File: src/rtl/gpr_serial_port_if.sv
// Request/response bundle between the host-side controller and the GPR serial port.
interface gpr_serial_port_if #(
    parameter int WIDTH = 8
);
    logic             req_valid;
    logic             req_ready;
    logic             req_write;
    logic             req_addr;
    logic [WIDTH-1:0] req_wdata;
    logic             rsp_valid;
    logic             rsp_ready;
    logic [WIDTH-1:0] rsp_rdata;

    modport master (
        output req_valid, req_write, req_addr, req_wdata, rsp_ready,
        input  req_ready, rsp_valid, rsp_rdata
    );

    modport slave (
        input  req_valid, req_write, req_addr, req_wdata, rsp_ready,
        output req_ready, rsp_valid, rsp_rdata
    );
endinterface

File: src/rtl/gpr_serial_port.sv
// Parallel-to-bit-serial access port for the 2-entry serial GPR file.
// Writes stream the latched word LSB first into the addressed register;
// reads recirculate the register's own LSB so it is preserved, while the
// same bits are assembled into the response word.
module gpr_serial_port #(
    parameter int WIDTH = 8
) (
    input  logic               i_clk,
    input  logic               i_rst,
    gpr_serial_port_if.slave   bus,
    output logic               o_busy,
    output logic               o_con_shift,
    output logic               o_con_write,
    output logic               o_data,
    output logic               o_rd_addr,
    input  logic               i_data
);
    localparam int CW = $clog2(WIDTH);
    localparam logic [CW-1:0] CNT_LAST = CW'(WIDTH - 1);

    typedef enum logic [1:0] {
        IDLE  = 2'd0,
        SHIFT = 2'd1,
        RESP  = 2'd2
    } state_t;

    state_t           state_q, state_d;
    logic [CW-1:0]    cnt_q;
    logic             addr_q;
    logic             wr_q;
    logic [WIDTH-1:0] sreg_q;
    logic [WIDTH-1:0] sreg_d;
    logic [WIDTH-1:0] rdata_q;
    logic             accept;
    logic             last_bit;

    assign accept   = (state_q == IDLE) && bus.req_valid;
    assign last_bit = (cnt_q == CNT_LAST);
    // Writes drain the word; reads collect the incoming GPR bit at the top
    assign sreg_d   = {(wr_q ? 1'b0 : i_data), sreg_q[WIDTH-1:1]};

    // State register
    always_ff @(posedge i_clk) begin
        if (i_rst) state_q <= IDLE;
        else       state_q <= state_d;
    end

    // Next-state logic
    always_comb begin
        state_d = state_q;
        case (state_q)
            IDLE:    if (bus.req_valid) state_d = SHIFT;
            SHIFT:   if (last_bit)      state_d = wr_q ? IDLE : RESP;
            RESP:    if (bus.rsp_ready) state_d = IDLE;
            default: state_d = IDLE;
        endcase
    end

    // Outputs: strobes are combinational so the GPR samples them on the same edge
    always_comb begin
        bus.req_ready = (state_q == IDLE);
        bus.rsp_valid = (state_q == RESP);
        bus.rsp_rdata = rdata_q;
        o_busy        = (state_q != IDLE);
        o_con_shift   = (state_q == SHIFT);
        o_con_write   = (state_q == SHIFT);
        o_rd_addr     = addr_q;
        o_data        = 1'b0;
        if (state_q == SHIFT) o_data = wr_q ? sreg_q[0] : i_data;
    end

    // Request latch, bit counter, shift register and response word
    always_ff @(posedge i_clk) begin
        if (i_rst) begin
            cnt_q   <= '0;
            addr_q  <= 1'b0;
            wr_q    <= 1'b0;
            sreg_q  <= '0;
            rdata_q <= '0;
        end else if (accept) begin
            cnt_q  <= '0;
            addr_q <= bus.req_addr;
            wr_q   <= bus.req_write;
            sreg_q <= bus.req_wdata;
        end else if (state_q == SHIFT) begin
            cnt_q  <= cnt_q + 1'b1;
            sreg_q <= sreg_d;
            // Response word only updates when a read completes, so it holds otherwise
            if (last_bit && !wr_q) rdata_q <= sreg_d;
        end
    end
endmodule

File: src/flat_wrapper.sv
// flat-port wrapper written by rule: the top's interface ports become plain ports
module gpr_serial_port_flat 
#(
    parameter int WIDTH = 8
)
  (i_clk, i_rst, o_busy, o_con_shift, o_con_write, o_data, o_rd_addr, i_data, bus_req_valid, bus_req_write, bus_req_addr, bus_req_wdata, bus_rsp_ready, bus_req_ready, bus_rsp_valid, bus_rsp_rdata);
  gpr_serial_port_if #(.WIDTH(WIDTH)) bus_i ();
  input  logic i_clk;
  input  logic i_rst;
  output logic o_busy;
  output logic o_con_shift;
  output logic o_con_write;
  output logic o_data;
  output logic o_rd_addr;
  input  logic i_data;
  input wire logic [$bits(bus_i.req_valid)-1:0] bus_req_valid;
  input wire logic [$bits(bus_i.req_write)-1:0] bus_req_write;
  input wire logic [$bits(bus_i.req_addr)-1:0] bus_req_addr;
  input wire logic [$bits(bus_i.req_wdata)-1:0] bus_req_wdata;
  input wire logic [$bits(bus_i.rsp_ready)-1:0] bus_rsp_ready;
  output wire logic [$bits(bus_i.req_ready)-1:0] bus_req_ready;
  output wire logic [$bits(bus_i.rsp_valid)-1:0] bus_rsp_valid;
  output wire logic [$bits(bus_i.rsp_rdata)-1:0] bus_rsp_rdata;
  assign bus_i.req_valid = bus_req_valid;
  assign bus_i.req_write = bus_req_write;
  assign bus_i.req_addr = bus_req_addr;
  assign bus_i.req_wdata = bus_req_wdata;
  assign bus_i.rsp_ready = bus_rsp_ready;
  assign bus_req_ready = bus_i.req_ready;
  assign bus_rsp_valid = bus_i.rsp_valid;
  assign bus_rsp_rdata = bus_i.rsp_rdata;
  gpr_serial_port #(.WIDTH(WIDTH)) u_core (.i_clk(i_clk), .i_rst(i_rst), .bus(bus_i), .o_busy(o_busy), .o_con_shift(o_con_shift), .o_con_write(o_con_write), .o_data(o_data), .o_rd_addr(o_rd_addr), .i_data(i_data));
endmodule
File: config.mk
export PLATFORM = sky130hd
export DESIGN_NAME = gpr_serial_port_flat
export DESIGN_NICKNAME = d
export VERILOG_FILES = /design/src/rtl/gpr_serial_port_if.sv /design/src/rtl/gpr_serial_port.sv /design/src/flat_wrapper.sv
export SDC_FILE = /design/constraint.sdc
export NUM_CORES = 1
export LEC_CHECK = 0
export ABC_AREA = 1
export CAP_MARGIN = 20
export CORE_AREA = 2 2 67 69
export CTS_CLUSTER_DIAMETER = 100
export DETAILED_ROUTE_END_ITERATION = 8
export DIE_AREA = 0 0 69 71
export PLACE_DENSITY_LB_ADDON = 0.08
export SETUP_SLACK_MARGIN = 0.4
export SLEW_MARGIN = 15
export SYNTH_ARGS = -nofsm -noshare
export SYNTH_HDL_FRONTEND = slang
export SYNTH_SLANG_ARGS = --single-unit
export TNS_END_PERCENT = 100
File: constraint.sdc
create_clock -name i_clk -period 1.5 [get_ports i_clk]
set_input_delay 0.225 -clock i_clk [delete_from_list [all_inputs] [get_ports i_clk]]
set_output_delay 0.225 -clock i_clk [all_outputs]
set_load 0.05 [all_outputs]
==> qor.csv <==
metric,value,unit
Worst Reg2Reg Path Length in Cells,8,
Synth Area in Adders,2.49,%
vias in the first global route,1006,
Post-Place Worst Slack,0.0914,ns
Clock transition at path regs,0.09,ns
Final Wtd Congestion,0.639,
hold_sp,u_core.bus.rsp_rdata[7]$_SDFFE_PP0P_,
syn nets,155,
Buffers & Inverters on Critical Path,3,
Antenna diodes,0,
clock tree buffer depth,2,
Yosys reg bits,23,
"EDFF count, synth",0,
CP peak stage delay,0.37,ns
status,"complete, no violations",
routed wire length,2.64,mm
die area,4900,sq um
ys flop type,dfxtp_1,
hold depth,2,
CTS tree,yes,
vias per cell,4.26,
"Max stage delay cell, worst path",dfxtp_4,
WL per Instance,11.1,um
Crit path top cell by count,buf_12,
kind of critical path,register to output pin,
peak supply drop,0.280,mV
global-route wire length before repair,4.51,mm
crit share post-route,88.1,%
Worst Setup End Kind,output pin,
"top cells by area, synth","dfxtp_1 46%, nand2_1 15%, nor2_1 9.0%",
Synth top cells by count,"39 x nand2_1, 24 x nor2_1, 23 x dfxtp_1",
Slew @ Worst Pin,0.390,ns
reg2reg end,u_core.bus.rsp_rdata[7]$_SDFFE_PP0P_,
pin count of the biggest net entering global routing,14,
layout cells sized above 1,43.5,%
initial antenna violation count,0,
fin crit period,1.32,ns
worst-path maximum fanout,3,
WHS Endpoint,u_core.bus.rsp_rdata[7]$_SDFFE_PP0P_,
Tightest Hold Check Type,register to register,
pwr dens,782,nW/um^2
DIE HEIGHT,71,um
Synth async-reset ratio,0,%
io pins,30,
unrepaired setup endpoints after global routing,yes,
Max-cap violations,0,
YS warnings,0,
Clock Latency Late Sink,0.26,ns
Max-Slew Margin vs Limit,73.9,%
Mapped Area,1000,sq um
final setup fails,0,
final setup skew,0.0106,ns
Root Driver,clkbuf_8,
sequential area share after synthesis,45.8,%
total congestion overflow,0,
buffers added on ports,29,
First-pass DRT Iterations,4,
Residual DRC,0,
post-synthesis mux area share,0,%
Setup WS post-layout,0.178,ns
Vias,1015,
setup TNS,0,ns
Synth Area in Compound Gates,12.2,%
Num Clock Sinks,23,
Leakage,0.755,nW
largest family of logic cells by synthesized area,simple AND/OR/NAND/NOR gates,
Rows,24,
Slew Limit Fails,0,
Syn Area/Cell,7.28,sq um
"Cell Chain, Critical Path","nor2_4, buf_6, buf_12, buf_12",
Fin. Hold Viols,0,
total power,1.39,mW
DP HPWL,1.93,mm
Post-DRT Antenna Nets,0,
Worst Path Required,1.27,ns
cell family with most CP delay,flip-flops,
Yosys top cell by area,dfxtp_1,
most frequent cell after synthesis,nand2_1,
GRT Total Usage,11.2,%
starting density of the core,23.9,%
H-tree Lvls,1,
Cell variety after synth,20,
XOR/XNOR Fraction of Synth Area,0.872,%
Yosys top cell area share,45.8,%
CTS Buf Count,3,
Layout area overhead,77.3,%
r2r setup slk,0.22,ns
WP data arrival,1.10,ns
Die W,69,um
number of nets in the layout,204,
Synth Area in Simple Gates,30.8,%
cell count after synthesis,138,
reg2reg start,u_core.cnt_q[1]$_SDFFE_PP0P_,
Core ar.,4200,sq um
DRT iter0 DRCs,69,
Fmax,0.756,GHz
Worst Hold Slack,0.482,ns
CP Launch Type,register,
==> area by class of cell <==
cell class / count / area [sq um]
flip-flops and latches: 23 / 477
fillers: 454 / 2420
well taps: 52 / 65.1
repair buffers: 49 / 507
inverters: 9 / 55.1
clock buffers: 3 / 41.3
multi-input cells: 101 / 632
clock inverters: 1 / 5.00
==> state kept, by name (all words and copies together), names as in the netlist <==
name and cells:
u_core.sreg_q 8, u_core.bus.rsp_rdata 8, u_core.wr_q 1, u_core.o_rd_addr 1
u_core.state_q 2, u_core.cnt_q 3
==> worst reg2reg max path, cell delays in order (launching register included) <==
cell	delay (ns)
dfxtp_2	0.36
ha_4	0.14
ha_4	0.13
inv_4	0.04
nor2_4	0.14
nand2_4	0.13
clkinv_8	0.12
nand2_1	0.06
a21oi_1	0.11
==> cells by family after synthesis <==
| group | count (synthesis) |
|---|---|
| compound gates | 24 |
| simple gates | 73 |
| flops | 23 |
| xor+xnor | 1 |
| fa+ha+maj | 2 |
| buf+inv | 15 |
==> cells in the final DEF (no fill, tap or decap) <==
cell type / count
nand2_4: 2
xor2_1: 1
nor2_4: 11
buf_12: 6
inv_1: 4
dfxtp_4: 3
a31oi_1: 2
clkbuf_8: 3
clkinv_8: 1
clkinv_2: 1
a21oi_1: 7
o21ai_1: 3
inv_2: 1
buf_6: 8
dlygate4sd2_1: 1
buf_4: 21
nor2_1: 10
o21ai_2: 5
nand2_2: 1
a21oi_2: 5
clkdlybuf4s50_1: 13
nor2_2: 4
o21ai_0: 2
dfxtp_2: 4
dfxtp_1: 16
inv_4: 2
nand3b_1: 6
nand3_1: 2
nand2_1: 38
ha_4: 2
clkinvlp_4: 1
==> repair_timing <==
| action | in CTS | in global routing |
|---|---|---|
| buffers inserted | 11 | 2 |
| resized for setup | 38 | 19 |
| endpoints found under the hold margin | 0 | 0 |
| pin swaps | 5 | 5 |
| endpoints found under the setup margin | 25 | 32 |
| hold buffers | 0 | 0 |
| gates cloned | 1 | 0 |
==> how the worst max path moves through the flow <==
| stage | endpoint | slack, ns | cells past startpoint | start |
|---|---|---|---|---|
| after global placement | o_data | 0.12 | 6 | i_data |
| after floorplan | u_core.state_q[1]$_SDFFE_PP0P_ | 0.34 | 4 | u_core.state_q[1]$_SDFFE_PP0P_ |
| final | bus_req_ready | 0.18 | 4 | u_core.state_q[1]$_SDFFE_PP0P_ |
| after global routing | bus_req_ready | 0.13 | 4 | u_core.state_q[1]$_SDFFE_PP0P_ |
| after detailed placement | o_data | 0.09 | 6 | i_data |
| after CTS | bus_req_ready | 0.17 | 4 | u_core.state_q[0]$_SDFFE_PP0P_ |
==> through the flow <==
step / cells / area [sq um] / utilization [%]
2_1_floorplan: 138 / 1080 / -
3_3_place_gp: 220 / 1450 / 34.4
3_5_place_dp: 220 / 1450 / 34.4
4_1_cts: 236 / 1700 / 40.5
5_1_grt: 238 / 1780 / 42.4
6_report: 238 / 1780 / 42.4
==> per-layer routing <==
| metal | global-route usage (%) | wire (um) | vias up | share of wire (%) |
|---|---|---|---|---|
| met5 | 0 | 0 | - | 0 |
| met4 | 3.27 | 19 | 0 | 0.72 |
| met3 | 2.42 | 118 | 2 | 4.5 |
| met2 | 18.5 | 1270 | 20 | 48 |
| met1 | 14.8 | 1230 | 460 | 47 |
| li1 | - | - | 533 | - |
==> where the power goes <==
part	leakage [nW]	internal (mW)	switching [mW]
Clock	0.0255	0.185	0.196
Sequential	0.192	0.636	0.0318
Combinational	0.537	0.177	0.167
No activity file was read; power rests on OpenSTA's default activity.
